## src/rtl/pipe_pkg.sv

```systemverilog
// Shared definitions for the pipeline stage register.
// Holds the occupancy state encoding and the default field widths.
package pipe_pkg;

   // Default width of the control field (RegWrite, MemWrite, ALUOp, ...).
   localparam int unsigned PIPE_CTRL_W = 16;
   // Default width of the datapath payload (operands, immediate, PC+4, regs).
   localparam int unsigned PIPE_DATA_W = 192;

   // Encoding equals the number of held entries, so occupancy is a cast.
   typedef enum logic [1:0] {
      EMPTY = 2'd0,
      ONE   = 2'd1,
      TWO   = 2'd2
   } state_e;

endpackage : pipe_pkg

```

## src/rtl/pipe_skid_entry.sv

```systemverilog
// Skid entry of the pipeline stage: a load-enabled register of
// {valid, ctrl, data}. Cleared by synchronous reset.
// Ports:
//   clk, rst        - clock, synchronous active-high reset
//   load            - capture d_* on the rising edge
//   d_valid/ctrl/data - next entry contents
//   q_valid/ctrl/data - held entry contents
module pipe_skid_entry #(
   parameter int unsigned CTRL_W = 16,
   parameter int unsigned DATA_W = 192
) (
   input  logic              clk,
   input  logic              rst,
   input  logic              load,
   input  logic              d_valid,
   input  logic [CTRL_W-1:0] d_ctrl,
   input  logic [DATA_W-1:0] d_data,
   output logic              q_valid,
   output logic [CTRL_W-1:0] q_ctrl,
   output logic [DATA_W-1:0] q_data
);

   // Entry register.
   always_ff @(posedge clk) begin
      if (rst) begin
         q_valid <= 1'b0;
         q_ctrl  <= '0;
         q_data  <= '0;
      end else if (load) begin
         q_valid <= d_valid;
         q_ctrl  <= d_ctrl;
         q_data  <= d_data;
      end
   end

endmodule : pipe_skid_entry

```

## src/rtl/pipe_stage_reg.sv

```systemverilog
// Pipeline stage register with valid/ready handshake, hazard stall and
// flush. SKID=1 gives a two-entry skid buffer with registered in_ready;
// SKID=0 gives a single entry with combinational in_ready.
// Ports:
//   clk, rst             - clock, synchronous active-high reset
//   in_valid/in_ready    - upstream handshake
//   in_ctrl/in_data      - upstream control field and payload
//   stall                - hold: nothing leaves the stage while high
//   flush                - discard every held entry (and same-cycle input)
//   out_valid/out_ready  - downstream handshake
//   out_ctrl/out_data    - registered control field (0 on bubble) and payload
//   occupancy            - number of held entries (0..2)
module pipe_stage_reg
   import pipe_pkg::*;
#(
   parameter int unsigned CTRL_W = PIPE_CTRL_W,
   parameter int unsigned DATA_W = PIPE_DATA_W,
   parameter int unsigned SKID   = 1
) (
   input  logic              clk,
   input  logic              rst,
   input  logic              in_valid,
   output logic              in_ready,
   input  logic [CTRL_W-1:0] in_ctrl,
   input  logic [DATA_W-1:0] in_data,
   input  logic              stall,
   input  logic              flush,
   output logic              out_valid,
   input  logic              out_ready,
   output logic [CTRL_W-1:0] out_ctrl,
   output logic [DATA_W-1:0] out_data,
   output logic [1:0]        occupancy
);

   state_e            state_q;
   state_e            state_d;
   logic              valid_d;
   logic [CTRL_W-1:0] ctrl_d;
   logic [DATA_W-1:0] data_d;
   logic              in_ready_d;

   logic              skid_load;
   logic              skid_d_valid;
   logic [CTRL_W-1:0] skid_d_ctrl;
   logic [DATA_W-1:0] skid_d_data;
   logic              skid_q_valid;
   logic [CTRL_W-1:0] skid_q_ctrl;
   logic [DATA_W-1:0] skid_q_data;

   logic in_xfer;
   logic out_xfer;

   assign in_xfer  = in_valid & in_ready;
   assign out_xfer = out_valid & out_ready & ~stall;

   // Next-state and next-entry logic. With SKID=0, in_ready in ONE equals
   // out_xfer, so TWO is unreachable and the same FSM gives depth 1.
   always_comb begin
      state_d      = state_q;
      valid_d      = out_valid;
      ctrl_d       = out_ctrl;
      data_d       = out_data;
      skid_load    = 1'b0;
      skid_d_valid = 1'b0;
      skid_d_ctrl  = '0;
      skid_d_data  = '0;

      unique case (state_q)
         EMPTY: begin
            if (in_xfer) begin
               state_d = ONE;
               valid_d = 1'b1;
               ctrl_d  = in_ctrl;
               data_d  = in_data;
            end
         end
         ONE: begin
            if (in_xfer && out_xfer) begin
               valid_d = 1'b1;
               ctrl_d  = in_ctrl;
               data_d  = in_data;
            end else if (in_xfer) begin
               // Main entry is stuck downstream; park the newcomer.
               state_d      = TWO;
               skid_load    = 1'b1;
               skid_d_valid = 1'b1;
               skid_d_ctrl  = in_ctrl;
               skid_d_data  = in_data;
            end else if (out_xfer) begin
               state_d = EMPTY;
               valid_d = 1'b0;
               ctrl_d  = '0;
            end
         end
         TWO: begin
            if (out_xfer) begin
               // Older entry leaves; skid entry moves up to the main register.
               state_d   = ONE;
               valid_d   = skid_q_valid;
               ctrl_d    = skid_q_ctrl;
               data_d    = skid_q_data;
               skid_load = 1'b1;
            end
         end
         default: begin
            state_d = EMPTY;
            valid_d = 1'b0;
            ctrl_d  = '0;
         end
      endcase

      // Flush wins over stall and any transfer, including same-cycle input.
      if (flush) begin
         state_d      = EMPTY;
         valid_d      = 1'b0;
         ctrl_d       = '0;
         skid_load    = 1'b1;
         skid_d_valid = 1'b0;
         skid_d_ctrl  = '0;
         skid_d_data  = '0;
      end

      in_ready_d = (state_d != TWO);
   end

   // State and main output register.
   always_ff @(posedge clk) begin
      if (rst) begin
         state_q   <= EMPTY;
         out_valid <= 1'b0;
         out_ctrl  <= '0;
         out_data  <= '0;
         occupancy <= 2'd0;
      end else begin
         state_q   <= state_d;
         out_valid <= valid_d;
         out_ctrl  <= ctrl_d;
         out_data  <= data_d;
         occupancy <= 2'(state_d);
      end
   end

   generate
      if (SKID != 0) begin : g_skid
         logic in_ready_q;

         pipe_skid_entry #(
            .CTRL_W (CTRL_W),
            .DATA_W (DATA_W)
         ) u_skid (
            .clk     (clk),
            .rst     (rst),
            .load    (skid_load),
            .d_valid (skid_d_valid),
            .d_ctrl  (skid_d_ctrl),
            .d_data  (skid_d_data),
            .q_valid (skid_q_valid),
            .q_ctrl  (skid_q_ctrl),
            .q_data  (skid_q_data)
         );

         // Registered ready: low only while both entries are occupied.
         always_ff @(posedge clk) begin
            if (rst) begin
               in_ready_q <= 1'b1;
            end else begin
               in_ready_q <= in_ready_d;
            end
         end

         assign in_ready = in_ready_q;
      end else begin : g_single
         logic unused_skid;

         assign skid_q_valid = 1'b0;
         assign skid_q_ctrl  = '0;
         assign skid_q_data  = '0;
         assign unused_skid  = ^{skid_load, skid_d_valid, skid_d_ctrl,
                                 skid_d_data, in_ready_d};

         // Accept when empty or when the held entry leaves this cycle.
         assign in_ready = ~out_valid | (out_ready & ~stall);
      end
   endgenerate

endmodule : pipe_stage_reg

```

## config.mk

```make
export PLATFORM = sky130hd
export DESIGN_NAME = pipe_stage_reg
export DESIGN_NICKNAME = d
export VERILOG_FILES = /design/src/rtl/pipe_pkg.sv /design/src/rtl/pipe_skid_entry.sv /design/src/rtl/pipe_stage_reg.sv
export SDC_FILE = /design/constraint.sdc
export NUM_CORES = 1
export LEC_CHECK = 0
export CORE_MARGIN = 2
export CORE_UTILIZATION = 40
export DETAILED_ROUTE_END_ITERATION = 10
export HOLD_SLACK_MARGIN = 0.06
export PLACE_DENSITY_LB_ADDON = 0.3
export SYNTH_ARGS = -nofsm -noshare
export SYNTH_HDL_FRONTEND = slang
export SYNTH_SLANG_ARGS = --single-unit
```

## constraint.sdc

```tcl
create_clock -name clk -period 2.3 [get_ports clk]
set_input_delay 0.46 -clock clk [delete_from_list [all_inputs] [get_ports clk]]
set_output_delay 0.46 -clock clk [all_outputs]
set_load 0.005 [all_outputs]
```

# == Word level (Yosys, flattened, before mapping) ==
# Cells that the tools add are included.
# totals
regBits,421
latch_bits,0
ramBits,0
rom_bits,0
input_bits,214
output_inout_bits,212
elab_cells,64
mem_count,0
# op_classes
add_sub_neg,0
n_mul,0
div,0
n_lt_le_gt_ge,0
eq_ne,8
n_shift,0
n_mux,38
n_bitwise,4
reduce_logical,6
# op_table
op,n
2-to-1 mux 192 bit,7
one-hot mux 192 bit (3 select lines),1
2-to-1 mux 16 bit,9
one-hot mux 16 bit (3 select lines),1
2-to-1 mux 2 bit,6
2-to-1 mux 1 bit,11
!= test 2 bit (second input constant),4
AND reduction 4 bit,2
!= test 3 bit (second input constant),2
one-hot mux 2 bit (3 select lines),1
bitwise AND 1 bit,3
one-hot mux 1 bit (3 select lines),1
nonzero test 3 bit,1
equality test 2 x 1 -> 1 bit (second input constant),1
equality test 2 bit (second input constant),1
logical NOT 2 bit,1
one-hot mux 1 bit (2 select lines),1
OR reduction 2 bit,1
logical AND 1 bit,1
inverter 1 bit,1

# == Logic depth before layout (Yosys ltp) ==
# Gate-level depths: netlist of run 1.
# depth
ltp_word,8
depth_mapped,10
mapped_depth_nobuf,6

# == Hierarchy ==
# A second synthesis of run 1 with hierarchy kept.
# hier_totals
cells_unflattened,1958
hier_area_um2,19630.1
# by_module_without_submodules
mod,instances,cells_each,area_per_inst_um2,seq_area_each_um2
pipe_stage_reg,1,1285,12308.1,4244.1
pipe_skid_entry,1,673,7322.0,4184.0

# == Worst setup path before layout of run 1 ==
# Ideal clock, no wire load.
# synth_timing
path_type,register to register
start,register state_q[1]
end,register out_data[171]
setup_ns,0.087
t_arrival_ns,1.923
required_time_ns,2.213
path_slack_ns,0.290
path_stages_with_launch,9
path_buffers,2
period_less_slack_ns,2.010
cell_sequence,dfxtp_1 -> inv_1 -> ha_1 -> o211ai_1 -> o32ai_2 -> buf_2 -> clkbuf_1 -> or4b_1 -> o31ai_1
# synth_via
elab_chain_cells,3
word_cells_on_any_way,9
classes_between,eq/ne (5); mux (1); reduce/logical (3)
# synth_rtl
item,line,text
from (decl),pipe_stage_reg.sv:35,state_e state_q;
from (signal assigned),pipe_stage_reg.sv:135,state_q <= state_d;
equality test 2 x 1 -> 1 bit (tied with other cells),pipe_stage_reg.sv:68,unique case (state_q)
!= test 2 bit (no source line) / nonzero test 3 bit (equally long branches),n/a,
AND reduction 4 bit (no source line),n/a,
to (signal assigned),pipe_stage_reg.sv:138,out_data <= data_d;
to (decl),pipe_stage_reg.sv:31,"output logic [DATA_W-1:0] out_data,"
# Parallel ways exist; a longest one is shown, timed or not.
# A chain may end at the register's enable or synchronous reset.

# == Final worst setup path of run 1 ==
# layout_timing
start,register state_q[0]
end,register out_data[162]
# The elaborated chain is that of the path after synthesis.

==> results.toml, run 1 <==
[clock_network]
clockRootBuffer = "clkbuf_16"
cts_sinks = 421
cts_hold_buf = 0
cts_tree = "yes"
clk_pin_slew_ps = 60
ctsHtreeMaxLevel = 2
clock_latency_ps = 580
cts_made_buffers = 46
clockBufferDepth = 3

[global_route]
first_global_vias = 14600
grt_max_degree = 87
grt_pass1_wl_um = 83700
antenna_found_initial = 8
grt_overflow = 0
grt_usage_pct = 23.5

[drt]
finalWirelength_um = 54000
vias = 14400
first_pass_iters = 5
met3_length_um = 4880
drcViolationCount = 0
post_drt_wl_per_cell_um = 21.8
first_iter_violations = 920
post_drt_via_cell_ratio = 5.82
routed.top_layer = "met5"
drtAntennaViolNets = 0
wl_met1_um = 23400
wl_met2_um = 24100

[sta]
tns_ps = 0
finalCriticalPeriod_ps = 2230
hold_viol = 0
setup_ws_ps = 69.6
fin_crit_sh_pct = 97.0
max_slew_margin_pct = 47.1
skew_ps = 12.4
rsz0062_at_grt = "true"
hold_ws_ps = 402
tightest_slew_ps = 794
setup_viol_count_final = 0
final_max_slew_viol_count = 0
clock.fmax_mhz = 448

[cells_and_area]
multiInputGateArea_um2 = 7960
num-fill-cells = 3577
area_growth_pct = 40.0
nets = 2120
layout-drive-gt1-share_pct = 9.91
instances_no_fill = 2479
finalInstanceArea_um2 = 24100
seq_area_um2 = 8430

[floorplanning]
io_pins = 426
die_h_um = 211
dieWidth_um = 211
row_count = 75
start_util_pct = 40.7
die_area_um2 = 44600
core_um2 = 42200

[synthesis]
ys_seq_area_share_pct = 49.0
synthMuxAreaShare_pct = 11.2
ys_ff_latch = 421
yosys_warnings = 0
synth_area_leader_cell = "dfxtp_1"
synth_fp_nets = 1737
synth_common_cells = "421 x dfxtp_1, 208 x a22o_1, 194 x o31ai_1, 192 x mux2i_1, 180 x or4b_1"
yosys.area.top_type_share_pct = 49.0
synthesis.area_um2 = 17200
synth-simple-area-share_pct = 12.8
ys_types = 35
ys.flop_type = "dfxtp_1"
synth-edff-count = 0
synth_compound_area_share_pct = 21.6
yosys.area_share.adder_pct = 0.291
yosys-top-cells-area = "dfxtp_1 49%, mux2i_1 11%, a22o_1 11%, or4b_1 10%, o31ai_1 8.5%"
synth.most_common_cell = "dfxtp_1"
syn_inst = 1519
yosys.area_share.xor_xnor_pct = 0
synth_top_family_by_area = "compound AO/OA/AOI/OAI gates"
ys_async_sr_fraction_pct = 0
syn_area_per_cell_um2 = 11.3

[worst_setup_path]
worst-endpoint-required_ps = 2780
cp_max_fo = 56
cp.arrival_ps = 2710
critPathCaptureType = "register"
crit_type = "reg -> reg"
critPathLaunchType = "register"

[placed_design]
gp_congestion = 0.797
dp_slack_ps = -462
dp_hpwl_um = 35700
portBuffers = 425
place_inst = 2392
post_dp_cell_area_um2 = 22500

[power_and_ir_drop]
p_leak_nw = 8.33
peakVddDrop_mv = 0.518
p_per_area_nw_per_um2 = 719

[hold_path]
hp-class = "in -> reg"

[run_status]
outcome = "finished clean"

[run]
drv_cap = 0
==> layout by cell type, fill, tap and decap left out, types with 2 or more instances in the layout <==
cell type / n
a21o_1: 2
a21oi_1: 3
a22o_1: 208
a22oi_1: 32
buf_12: 34
buf_4: 63
buf_6: 3
buf_8: 2
clkbuf_1: 13
clkbuf_16: 49
clkbuf_8: 13
clkdlybuf4s50_1: 424
clkinv_2: 4
clkinvlp_4: 2
dfxtp_1: 420
diode_2: 3
ha_1: 3
inv_1: 2
mux2i_1: 192
nand2_1: 3
nand3_1: 2
nand4_1: 16
nor2_1: 17
nor4b_4: 2
o211ai_1: 2
o21ai_0: 21
o31ai_1: 194
or2_1: 2
or4b_1: 180
or4b_2: 12
==> final timing paths <==
kind / start / to / slack, ps / depth (start not counted)
setup reg to reg: state_q[0]$_SDFF_PP0_ / out_data[162]$_SDFFE_PP0P_ / 70 / 8
setup / recovery: state_q[0]$_SDFF_PP0_ / out_data[162]$_SDFFE_PP0P_ / 70 / 8
hold / removal: rst / out_data[27]$_SDFFE_PP0P_ / 400 / 3
hold reg to reg: g_skid.u_skid.q_data[43]$_SDFFE_PP0P_ / g_skid.u_skid.q_data[43]$_SDFFE_PP0P_ / 480 / 1
==> worst max-delay path, stage by stage (launching register included) <==
cell     delay, ps
dfxtp_2        360
inv_1           90
ha_1           210
buf_4          220
nor4b_4        170
buf_12         150
buf_12         170
or4b_2         630
o31ai_1         90
==> layer usage <==
metal | vias up | track usage [%]
li1 | 6814 | -
met3 | 92 | 8.62
met2 | 441 | 36.1
met1 | 7083 | 30.1
met5 | - | 0
met4 | 10 | 8.69
==> flip-flops by register name, summed over array words and instances, names as in the netlist <==
name	count
g_skid.u_skid.q_ctrl	16
g_skid.u_skid.q_data	192
g_skid.u_skid.q_valid	1
in_ready	1
out_ctrl	16
out_data	192
out_valid	1
state_q	2
==> what timing repair did <==
item / in CTS / in global routing
endpoints found under the setup margin: 38 / 166
pin swaps: 2 / 2
gates cloned: 0 / 0
resized for setup: 3 / 5
setup buffers: 0 / 1
==> cell families after synthesis <==
kind of cell | after synthesis
AOI/OAI and AO/OA | 467
adders and majority gates | 4
buffers and inverters | 193
DFF | 421
muxes | 192
and+or+nand+nor | 242
==> report_power, final <==
group | internal, W | leakage (nW) | switching, W | total, W
combinational | 0.00120 | 4.16 | 0.000965 | 0.00217
clock | 0.00442 | 0.747 | 0.00302 | 0.00743
sequential | 0.00757 | 3.42 | 0.000142 | 0.00771
total | 0.0132 | 8.33 | 0.00412 | 0.0173
==> cell type report <==
class | count | area share (%)
diodes | 3 | 0.0312
clock buffers | 75 | 6.04
clock inverters | 8 | 0.307
inverters | 2 | 0.0312
multi-input cells | 905 | 33.1
flip-flops and latches | 421 | 35.0
well taps | 539 | 2.80
repair buffers | 526 | 22.7
==> metrics by stage <==
stage / util [%] / power, W
detailed placement: 53.3 / 0.0100
floorplan: - / 0.00862
finish: 57.0 / 0.0173
global route: 57.0 / 0.0179
global placement: 53.3 / 0.00999
CTS: 56.9 / 0.0175
Note: power is estimated with default switching activity, not from simulation.
==> inputs of run 2 (changes only) <==
Settings changed: GPL_ROUTABILITY_DRIVEN set to 0.
==> results of run 2 <==
The final DEF is identical to that of run 1; final timing and power are the same.
